### config.mk
export PLATFORM = sky130hd
export DESIGN_NAME = rotate100_feeder
export DESIGN_NICKNAME = d
export VERILOG_FILES = /design/src/rtl/rotate100_feeder.sv
export SDC_FILE = /design/constraint.sdc
export NUM_CORES = 1
export LEC_CHECK = 0
export CELL_PAD_IN_SITES_DETAIL_PLACEMENT = 1
export CELL_PAD_IN_SITES_GLOBAL_PLACEMENT = 1
export CORE_UTILIZATION = 37
export DETAILED_ROUTE_END_ITERATION = 12
export HOLD_SLACK_MARGIN = 0.15
export PLACE_DENSITY = 0.91
export SLEW_MARGIN = 20
export SYNTH_ARGS = -nofsm -noshare
export SYNTH_HDL_FRONTEND = slang
export SYNTH_SLANG_ARGS = --single-unit
### constraint.sdc
create_clock -name clk -period 5.01 [get_ports clk]
set_input_delay 1.2525 -clock clk [delete_from_list [all_inputs] [get_ports clk]]
set_output_delay 1.2525 -clock clk [all_outputs]
set_load 0.03 [all_outputs]
### src/rtl/rotate100_feeder.sv
// rtl/rotate100_feeder.sv - chunk-stream collector and load/ena sequencer for the 100-bit rotator
// Assembles WIDTH bits from CHUNK_W-bit beats, loads the rotator, then rotates amt mod WIDTH places.
module rotate100_feeder #(
  parameter int WIDTH   = 100,
  parameter int CHUNK_W = 10,
  parameter int AMT_W   = 7
) (
  input  logic               clk,
  input  logic               reset,
  input  logic               in_valid,
  output logic               in_ready,
  input  logic [CHUNK_W-1:0] in_chunk,
  input  logic               in_dir,
  input  logic [AMT_W-1:0]   in_amt,
  output logic               load,
  output logic [1:0]         ena,
  output logic [WIDTH-1:0]   data,
  output logic               busy,
  output logic               done
);
  localparam int NBEATS = WIDTH / CHUNK_W;
  localparam int CNT_W  = (NBEATS > 1) ? $clog2(NBEATS) : 1;
  localparam logic [CNT_W-1:0] LAST_BEAT = CNT_W'(NBEATS - 1);
  localparam logic [31:0]      WIDTH_W   = 32'(WIDTH);

  typedef enum logic [1:0] {COLLECT, LOAD, ROT, DONE} state_t;

  state_t           state, state_n;
  logic [CNT_W-1:0] count, count_n;
  logic [WIDTH-1:0] data_n;
  logic             dir, dir_n;
  logic [AMT_W-1:0] rem, rem_n;
  logic             load_n, done_n;
  logic [1:0]       ena_n;
  logic             accept;
  logic             last_beat;
  logic [31:0]      amt_wide;
  logic [AMT_W-1:0] amt_mod;
  logic [1:0]       ena_dir;

  assign in_ready  = (state == COLLECT);
  assign busy      = (state != COLLECT);
  assign accept    = in_valid & in_ready;
  assign last_beat = (count == LAST_BEAT);
  assign ena_dir   = dir ? 2'b10 : 2'b01;

  // in_amt is below 2*WIDTH, so one conditional subtract is a full modulo
  assign amt_wide = 32'(in_amt);
  assign amt_mod  = (amt_wide >= WIDTH_W) ? AMT_W'(amt_wide - WIDTH_W) : in_amt;

  always_comb begin
    state_n = state;
    count_n = count;
    data_n  = data;
    dir_n   = dir;
    rem_n   = rem;
    load_n  = 1'b0;
    ena_n   = 2'b00;
    done_n  = 1'b0;
    case (state)
      COLLECT: begin
        if (accept) begin
          data_n = {data[WIDTH-CHUNK_W-1:0], in_chunk};
          if (last_beat) begin
            count_n = '0;
            dir_n   = in_dir;
            rem_n   = amt_mod;
            load_n  = 1'b1;
            state_n = LOAD;
          end else begin
            count_n = count + 1'b1;
          end
        end
      end
      LOAD: begin
        if (rem == '0) begin
          done_n  = 1'b1;
          state_n = DONE;
        end else begin
          ena_n   = ena_dir;
          state_n = ROT;
        end
      end
      ROT: begin
        // ena for this cycle was registered on entry; decide whether another shift follows
        rem_n = rem - 1'b1;
        if (rem == AMT_W'(1)) begin
          done_n  = 1'b1;
          state_n = DONE;
        end else begin
          ena_n = ena_dir;
        end
      end
      DONE: begin
        state_n = COLLECT;
      end
      default: begin
        state_n = COLLECT;
      end
    endcase
  end

  always_ff @(posedge clk) begin
    if (reset) begin
      state <= COLLECT;
      count <= '0;
      data  <= '0;
      dir   <= 1'b0;
      rem   <= '0;
      load  <= 1'b0;
      ena   <= 2'b00;
      done  <= 1'b0;
    end else begin
      state <= state_n;
      count <= count_n;
      data  <= data_n;
      dir   <= dir_n;
      rem   <= rem_n;
      load  <= load_n;
      ena   <= ena_n;
      done  <= done_n;
    end
  end

  a_load_ena_exclusive: assert property (@(posedge clk) disable iff (reset) !(load && (ena != 2'b00)));

endmodule

== Word-level counts from Yosys, hierarchy flattened ==
Cells that the tools add are included.

* Logic and storage cells: 50
* Output and inout bits: 106
* Register bits after elaboration: 118
* Input port bits: 21

* Bitwise logic cells: 3
* Mux-type cells: 18
* Eq/ne operators: 8
* Reductions and logical operators: 9
* $add $sub $neg: 3
* $lt $le $gt $ge: 1

{| class="wikitable"
|+ Operators with widths
! operator !! count
|-
| 7-bit two-way mux || 3
|-
| 7-bit one-hot mux with 2 select lines || 1
|-
| 2-bit two-way mux || 6
|-
| 3-bit AND reduction || 3
|-
| 2-bit one-hot mux with 4 select lines || 1
|-
| 7-bit by 1-bit equality test with 1-bit output, second input constant || 1
|-
| 7-bit greater-or-equal comparator, second input constant || 1
|-
| 7-bit logical NOT || 1
|-
| 7-bit by 1-bit subtractor with 7-bit output, second input constant || 1
|-
| 7-bit subtractor, second input constant || 1
|-
| 4-bit by 1-bit adder with 4-bit output, second input constant || 1
|-
| 2-bit equality test, second input constant || 2
|-
| 4-bit equality test, second input constant || 1
|-
| 1-bit two-way mux || 4
|-
| 4-bit two-way mux || 1
|-
| 2-bit by 1-bit inequality test with 1-bit output, second input constant || 2
|-
| 2-bit one-hot mux with 2 select lines || 1
|-
| 2-bit nonzero test || 2
|-
| 3-bit OR reduction || 1
|-
| 2-bit by 1-bit equality test with 1-bit output, second input constant || 1
|-
| 2-bit logical NOT || 1
|-
| 2-bit inequality test, second input constant || 1
|-
| 1-bit NOT || 2
|-
| 1-bit one-hot mux with 2 select lines || 1
|-
| other kinds (2) || 2
|}

== Depth between registers and ports, before layout ==
Gate-level depths: netlist of the first run.

* Depth in word-level cells: 5
* Gate-level depth with buffers: 9
* Depth with buffers taken out: 6

== Worst setup path after synthesis of the first run ==
OpenSTA, ideal clock, no wires.

* Path kind: in2reg
* From: input port in_amt[3]
* To: register rem[2]
* Cell stages on the path: 6
* Library setup time: 70 ps
* Required time: 4940 ps
* Path slack: 2434 ps
* Buffers on the path: 0
* Arrival time: 2506 ps
* Path through: inv_1 -> ha_1 -> or3b_1 -> a211o_1 -> a221o_1 -> a21oi_1

* Cells in the longest elaborated chain, start to end: 5

{| class="wikitable"
|+ RTL lines
! what !! RTL line !! text
|-
| from (decl) || 14 || <nowiki>input logic [AMT_W-1:0] in_amt,</nowiki>
|-
| 7-bit greater-or-equal comparator || 49 || <nowiki>assign amt_mod = (amt_wide >= WIDTH_W) ? AMT_W'(amt_wide - WIDTH_W) : in_amt;</nowiki>
|-
| 7-bit two-way mux || 49 ||
|-
| 7-bit two-way mux || 64 || <nowiki>if (last_beat) begin</nowiki>
|-
| 7-bit two-way mux || 62 || <nowiki>if (accept) begin</nowiki>
|-
| 7-bit one-hot mux with 2 select lines || 60 || <nowiki>case (state)</nowiki>
|-
| to (signal assigned) || 118 || <nowiki>rem <= rem_n;</nowiki>
|-
| to (decl) || 32 || <nowiki>logic [AMT_W-1:0] rem, rem_n;</nowiki>
|}

No other way between the ends. The select of a mux whose other input is x is not followed.
A chain may end at the register's enable or synchronous reset.

== Worst setup path after layout of the first run ==
* From: register state[1]
* To: output port busy

* Cells in the longest elaborated chain, start to end: 1

{| class="wikitable"
|+ RTL lines
! what !! RTL line !! text
|-
| from (decl) || 28 || <nowiki>state_t state, state_n;</nowiki>
|-
| from (signal assigned) || 114 || <nowiki>state <= state_n;</nowiki>
|-
| 2-bit nonzero test || 42 || <nowiki>assign busy = (state != COLLECT);</nowiki>
|-
| to (decl) || 18 || <nowiki>output logic busy,</nowiki>
|}

No other way between the ends.

==> results.cfg, run 1 <==
[worst_setup_path]
worstReg2RegStart = state[0]$_SDFFE_PP0P_
crit_end = busy
timing.rr.end = data[96]$_SDFFE_PP0N_
cp.arrival_ns = 2.08
crit_path_end_kind = output pin
r2r_slack_ns = 2.66
path_class = flip-flop to output pin
rr_worst_depth = 6
cp-start-kind = flip-flop
startpoint = state[1]$_SDFFE_PP0P_
crit_path_max_fanout = 7
required_ns = 3.76

[clocking]
cts_resized = 0
clockRootBuffer = clkbuf_16
clkTransAtPathRegs_ns = 0.05
cts_buffer_depth = 2
cts_buffers = 17
cts.sink_count = 118
post_cts_buffers = 0
holdBufCountCts = 0
ctsHtreeMaxLevel = 4
clock_latency_ns = 0.41
cts_tree = done

[synth]
synth_cell_types = 44
yosysWarningCount = 0
syn-num-nets = 605
synth_most_common_cell = nand2_1
synthCells = 575
synth_top_area_frac = 0.518
syn_area_sq_um = 4560
synth-seq-cells = 118
synth.area.top_cells = dfxtp_1 52%, nand2_1 17%, a21oi_1 13%, ha_1 2.5%, clkbuf_1 2.3%
synthFlopType = dfxtp_1
synth-edff-count = 0
synth_common_cells = 206 x nand2_1, 118 x dfxtp_1, 115 x a21oi_1
ys_seq_area_frac = 0.518
async_flop_share = 0
syn_avg_cell_area_sq_um = 7.93
yosysTopAreaCell = dfxtp_1

[sta]
setup-tns-final_ns = 0
setup_viol = 0
slew_headroom = 0.307
holdWs_ns = 0.451
hold_viol = 0
worstMarginPinSlew_ns = 1.04
rsz0062_at_grt = false
timing.fmax_mhz = 300
drv_slew = 0
fin_crit_ns = 3.34
finalClockSkew_ns = 0.00921
finalCritPeriodShare = 0.666

[finish]
fin_area_sq_um = 6460
fill_cells = 1466
num_antenna_cells = 0
drive_gt1_frac = 0.0588
final_cells = 844
regArea_sq_um = 2360
multiInputGateArea_sq_um = 2020
areaGrowthSynthToFinish_pct = 41.6
nets = 714

[floorplanning]
fp.dieW_um = 113
row_count = 40
boundaryPins = 127
dieHeight_um = 113
start_util = 0.380
die-area_sq_um = 12800
fp.coreArea_sq_um = 12000

[routing]
via_per_inst = 5.16
vias = 4355
drtIter0Drc = 182
drt-total-wl_um = 13800
drt_pass1_iterations = 4
final_antenna_net_count = 0
drc_errors = 0
wl_per_cell_um = 16.3

[global_routing]
grt_pass1_wl_um = 22500
gr-usage-all-layers = 0.225
overflow = 0
grt_start_max_net_pins = 101
antenna_found_initial = 0
grt_pass1_vias = 4595

[run_status]
outcome = completed

[power_and_ir_drop]
powerDensity_nw_per_um2 = 408
peakVddDrop_v = 0.000202
leakagePower_nw = 2.16

[placed_design]
place_congestion = 0.853
post_dp_cell_area_sq_um = 5880
dp_cells = 812
dpl.hpwl_um = 9300
portBuffers = 126

[job]
drv_cap = 0

[min_path]
hp-class = flip-flop to flip-flop
-- registers in the layout (all words and copies together) (netlist names) --
register  flops
load          1
count         4
rem           7
ena           2
state         2
done          1
dir           1
data        100
-- placed cells by master (no fill, tap or decap), drive strengths merged, types with 6 or more instances in the layout --
| master | netlist | layout |
|---|---|---|
| clkbuf | 28 | 20 |
| clkinvlp | 0 | 7 |
| dfxtp | 118 | 118 |
| clkdlybuf4s50 | 0 | 125 |
| nand2 | 206 | 206 |
| ha | 9 | 9 |
| o21ai | 7 | 7 |
| inv | 10 | 13 |
| a21oi | 115 | 115 |
| nor2 | 14 | 14 |
| nand3 | 6 | 6 |
-- metrics by stage --
stage	setup WS (ns)	power [mW]	utilization
after floorplan	2.43	1.33	-
after global placement	1.75	1.46	0.489
after detailed placement	1.65	1.48	0.489
after CTS	1.64	2.66	0.538
after global routing	1.56	2.75	0.538
final	1.67	2.64	0.538
-- routing by layer --
| layer | wire length [um] | global-route usage | up-vias |
|---|---|---|---|
| met5 | 0 | 0 | - |
| met4 | 259 | 0.0851 | 0 |
| met1 | 5590 | 0.243 | 2077 |
| met2 | 6870 | 0.398 | 127 |
| met3 | 1060 | 0.0873 | 25 |
| li1 | - | - | 2126 |
-- worst max-delay path, stage by stage, from the launching register on --
cell and delay, ns:
dfxtp_1 0.37, inv_1 0.11, ha_1 0.31, inv_1 0.18
clkdlybuf4s50_1 0.71
-- logic make-up after synthesis --
group / Yosys count / share of synthesized area
flops: 118 / 0.518
fa+ha+maj: 9 / 0.0247
simple gates: 255 / 0.234
xor+xnor: 3 / 0.00576
compound gates: 140 / 0.171
mux: 2 / 0.00439
buf+inv: 48 / 0.0420
-- worst min-delay path by stage --
stage          slack, ns  cells past startpoint        startpoint                 to
6_report            0.45                      1  dir$_SDFFE_PP0P_  ena[0]$_SDFF_PP0_
5_1_grt             0.48                      1  dir$_SDFFE_PP0P_  ena[0]$_SDFF_PP0_
4_1_cts             0.45                      1  dir$_SDFFE_PP0P_  ena[0]$_SDFF_PP0_
3_5_place_dp        0.44                      1  dir$_SDFFE_PP0P_  ena[0]$_SDFF_PP0_
3_3_place_gp        0.43                      1  dir$_SDFFE_PP0P_  ena[0]$_SDFF_PP0_
2_1_floorplan       0.42                      1  dir$_SDFFE_PP0P_  ena[0]$_SDFF_PP0_
-- where the power goes --
group | total [mW] | internal (mW) | switching, mW
Combinational | 0.457 | 0.128 | 0.329
Sequential | 1.00 | 0.972 | 0.0311
Clock | 1.18 | 0.726 | 0.451
-- cell type report --
type	count	share of cell area
multi-input combinational	409	0.312
inverter	10	0.00581
clock inverter	12	0.0182
clock buffer	20	0.0722
sequential	118	0.366
tap	147	0.0285
timing repair buffer	128	0.197
Power figures use the tool's default switching activity.
==> run 2, diff against run 1 <==
Settings changed: CORE_UTILIZATION 37 to 34, PLACE_DENSITY 0.91 to 0.85.
Clock period 5.01 ns to 3.5 ns, I/O delays scaled along.
==> run 2 against run 1 <==
Against the previous run: flip-flop and latch count unchanged; critical path depth unchanged; hold slack about the same; register-to-register slack got worse by 1.3 ns; critical endpoint unchanged.
==> results.cfg, run 2 (same netlist as run 1, synthesis figures left out) <==
[run_status]
outcome = completed

[clocking]
cts_resized = 0
clock_latency_ns = 0.41
cts_buffers = 17
ctsHtreeMaxLevel = 4
clkTransAtPathRegs_ns = 0.05
holdBufCountCts = 0
cts.sink_count = 118
post_cts_buffers = 0
cts_buffer_depth = 2
clockRootBuffer = clkbuf_16
cts_tree = done

[worst_setup_path]
required_ns = 2.62
cpMaxStageDelayCell = clkdlybuf4s50_1
cp-start-kind = flip-flop
critPathMaxStageDelay_ns = 0.70
startpoint = state[1]$_SDFFE_PP0P_
crit_path_max_fanout = 7
crit_path_end_kind = output pin
worstReg2RegStart = state[0]$_SDFFE_PP0P_
cp.arrival_ns = 2.08
crit_top_cell = inv_1
path_class = flip-flop to output pin
crit_chain = inv_1 -> ha_1 -> inv_1 -> clkdlybuf4s50_1

[finish]
areaGrowthSynthToFinish_pct = 41.4
final_cell_mix = 205 x nand2_1, 125 x clkdlybuf4s50_1, 118 x dfxtp_1
nets = 716
largest_register = data
multiInputGateArea_sq_um = 2020
regArea_sq_um = 2360
final_cells = 870
largest_register_ffs = 100
drive_gt1_frac = 0.0487
fill_cells = 1534
final_common_cell = nand2_1
reg_top3 = data x100, rem x7, count x4
num_antenna_cells = 0

[routing]
wl_per_cell_um = 15.7
drc_errors = 0
drt-total-wl_um = 13700
final_antenna_net_count = 0
via_per_inst = 4.96
drt_pass1_iterations = 4
drtIter0Drc = 173
vias = 4312

[placed_design]
dpl.hpwl_um = 9370
dp_cells = 839
place_congestion = 0.824
portBuffers = 126

[sta]
timing.fmax_mhz = 339
worstMarginPinSlew_ns = 0.831
setup-tns-final_ns = 0
setup_viol = 0
hold_viol = 0
drv_slew = 0
slew_headroom = 0.446
finalClockSkew_ns = 0.00717
finalCritPeriodShare = 0.843
fin_crit_ns = 2.95
rsz0062_at_grt = false
holdWs_ns = 0.451

[global_routing]
gr-usage-all-layers = 0.204
antenna_found_initial = 0
overflow = 0
grt_start_max_net_pins = 78
grt_pass1_vias = 4528
grt_pass1_wl_um = 22500

[power_and_ir_drop]
peakVddDrop_v = 0.000326
leakagePower_nw = 2.16
power_mw = 3.61
powerDensity_nw_per_um2 = 560

[floorplanning]
die-area_sq_um = 13900
row_count = 41
fp.coreArea_sq_um = 12800
dieHeight_um = 118
start_util = 0.356
fp.dieW_um = 118
boundaryPins = 127

[min_path]
hp-class = flip-flop to flip-flop
min_from = data[94]$_SDFFE_PP0N_

[job]
drv_cap = 0
## run 2: final cells by class
type | instances | area share
multi-input combinational | 409 | 0.313
clock buffer | 27 | 0.0748
inverter | 10 | 0.00582
timing repair buffer | 130 | 0.204
sequential | 118 | 0.366
tap | 172 | 0.0334
clock inverter | 4 | 0.00349
## run 2: final timing paths
check,cells past startpoint,slack (ns),to
worst max-delay path,4,0.55,busy
worst min-delay path,2,0.45,data[94]$_SDFFE_PP0N_
worst max register to register,6,1.32,ena[1]$_SDFF_PP0_
worst min register to register,2,0.45,data[94]$_SDFFE_PP0N_
## run 2: power by group
group	switching, mW	total (mW)	internal, mW
clock network	0.560	1.49	0.932
registers	0.0440	1.44	1.39
logic	0.478	0.684	0.206
## run 2: layer usage
metal | routed length [um] | global-route usage
met1 | 5770 | 0.221
met2 | 6770 | 0.354
met3 | 1010 | 0.0916
met4 | 153 | 0.0665
met5 | 0 | 0
## run 2: stage by stage
stage,cell area (sq um),util,setup slack (ns)
2_1_floorplan,4560,-,1.30
3_3_place_gp,5950,0.464,0.697
3_5_place_dp,5950,0.464,0.626
4_1_cts,6450,0.503,0.521
5_1_grt,6450,0.503,0.400
6_report,6450,0.503,0.550
## run 2: worst max-delay path, delay by kind of cell (launching register included)
family	cells	cell delay (ns)
fa+ha+maj	1	0.30
buf+inv	3	1.00
flops	1	0.38
==> run 3, diff against run 2 <==
Clock period 3.5 ns to 2.8 ns, I/O delays scaled along.
==> run 3 against run 2 <==
Against the previous run: combinational power up 30%; cell count up 0.57%; clock-buffer cell count up 2; utilization up 0.55 points; die area unchanged; critical path depth down 1; flip-flop and latch count unchanged; clock skew up 0.0015 ns; final area up 1.1%; routed wire length up 0.70%.
==> results.cfg, run 3 (same netlist as run 1, synthesis figures left out) <==
[run_status]
outcome = completed

[floorplanning]
fp.coreArea_sq_um = 12800
fp.dieW_um = 118
dieHeight_um = 118
die-area_sq_um = 13900
start_util = 0.356
row_count = 41
boundaryPins = 127

[clocking]
clock_latency_ns = 0.41
ctsHtreeMaxLevel = 4
clkTransAtPathRegs_ns = 0.05
cts_tree = done
holdBufCountCts = 0
cts_resized = 0
post_cts_buffers = 0
cts.sink_count = 118
cts_buffer_depth = 2
clockRootBuffer = clkbuf_16
cts_buffers = 17

[finish]
final_cell_mix = 205 x nand2_1, 124 x clkdlybuf4s50_1, 118 x dfxtp_1
num_antenna_cells = 0
largest_register_ffs = 100
fill_cells = 1533
final_common_cell = nand2_1
nets = 720
reg_top3 = data x100, rem x7, count x4
largest_register = data
areaGrowthSynthToFinish_pct = 43.0
drive_gt1_frac = 0.0541

[sta]
drv_slew = 0
slew_headroom = 0.588
setup_viol = 0
timing.fmax_mhz = 381
finalClockSkew_ns = 0.00862
hold_viol = 0
holdWs_ns = 0.457
worstMarginPinSlew_ns = 0.618
rsz0062_at_grt = false
setup-tns-final_ns = 0
finalCritPeriodShare = 0.938
fin_ws_ns = 0.174
fin_crit_ns = 2.63

[min_path]
hp-class = flip-flop to flip-flop
min_from = dir$_SDFFE_PP0P_

[worst_setup_path]
crit_path_max_fanout = 7
cp-start-kind = flip-flop
startpoint = state[0]$_SDFFE_PP0P_
crit_chain = inv_1 -> ha_1 -> clkdlybuf4s50_1
path_class = flip-flop to output pin
worstReg2RegStart = state[0]$_SDFFE_PP0P_
cp.arrival_ns = 1.93
required_ns = 2.10
worst-path-buf-inv = 2
crit_family = buffers and inverters
critPathMaxStageDelay_ns = 0.73
crit_path_end_kind = output pin
cpMaxStageDelayCell = clkdlybuf4s50_1

[global_routing]
antenna_found_initial = 0
grt_pass1_vias = 4490
gr-usage-all-layers = 0.207
grt_pass1_wl_um = 22800
grt_start_max_net_pins = 53
overflow = 0

[routing]
final_antenna_net_count = 0
dr.max_layer_used = met4
wl_met3_um = 1090
via_per_inst = 4.96
drc_errors = 0
drtIter0Drc = 191
drt-total-wl_um = 13800
drt_pass1_iterations = 4
dr_wl_met2_um = 6660
vias = 4338
wl_met1_um = 5810
wl_per_cell_um = 15.8

[placed_design]
dpl.hpwl_um = 9620
dpl_worst_slack_ns = 0.0947
portBuffers = 126
place_congestion = 0.842

[power_and_ir_drop]
leakagePower_nw = 2.21
peakVddDrop_v = 0.000370
powerDensity_nw_per_um2 = 703

[job]
drv_cap = 0
## run 3: layer usage
metal | up-vias | GRT usage
met5 | - | 0
met4 | 0 | 0.0881
met3 | 19 | 0.0858
met2 | 118 | 0.346
met1 | 2060 | 0.230
li1 | 2141 | -
## run 3: path summary, 6_finish.rpt
kind | end | slack, ns | cells after the start
min reg2reg | ena[0]$_SDFF_PP0_ | 0.46 | 1
min | ena[0]$_SDFF_PP0_ | 0.46 | 1
max | in_ready | 0.17 | 3
max reg2reg | ena[1]$_SDFF_PP0_ | 0.61 | 6
## run 3: worst reg2reg max path, stage by stage (launching register included)
cell and delay (ns):
dfxtp_1 0.31, inv_1 0.14, ha_1 0.58, inv_1 0.30
a21oi_1 0.41, a21oi_1 0.13, nor3b_1 0.24
## run 3: where the power goes
part           leakage (nW)  total [mW]  switching, mW  internal, mW
combinational          1.01       0.886          0.600         0.286
clock                 0.250        1.90          0.701          1.20
sequential            0.953        1.80         0.0566          1.74
## run 3: final cells by class
cell class / instances / area (sq um) / share of cell area
multi-input combinational: 409 / 2020 / 0.309
clock buffer: 29 / 500 / 0.0767
tap: 172 / 215 / 0.0330
sequential: 118 / 2360 / 0.362
inverter: 10 / 37.5 / 0.00575
timing repair buffer: 134 / 1370 / 0.210
clock inverter: 3 / 17.5 / 0.00269
## run 3: per-stage QoR
| step | power, mW | cells | utilization | instance area, sq um |
|---|---|---|---|---|
| 2_1_floorplan | 2.39 | 575 | - | 4560 |
| 3_3_place_gp | 2.69 | 843 | 0.468 | 6000 |
| 3_5_place_dp | 2.72 | 843 | 0.468 | 6000 |
| 4_1_cts | 4.65 | 875 | 0.508 | 6520 |
| 5_1_grt | 4.80 | 875 | 0.509 | 6520 |
| 6_report | 4.58 | 875 | 0.509 | 6520 |
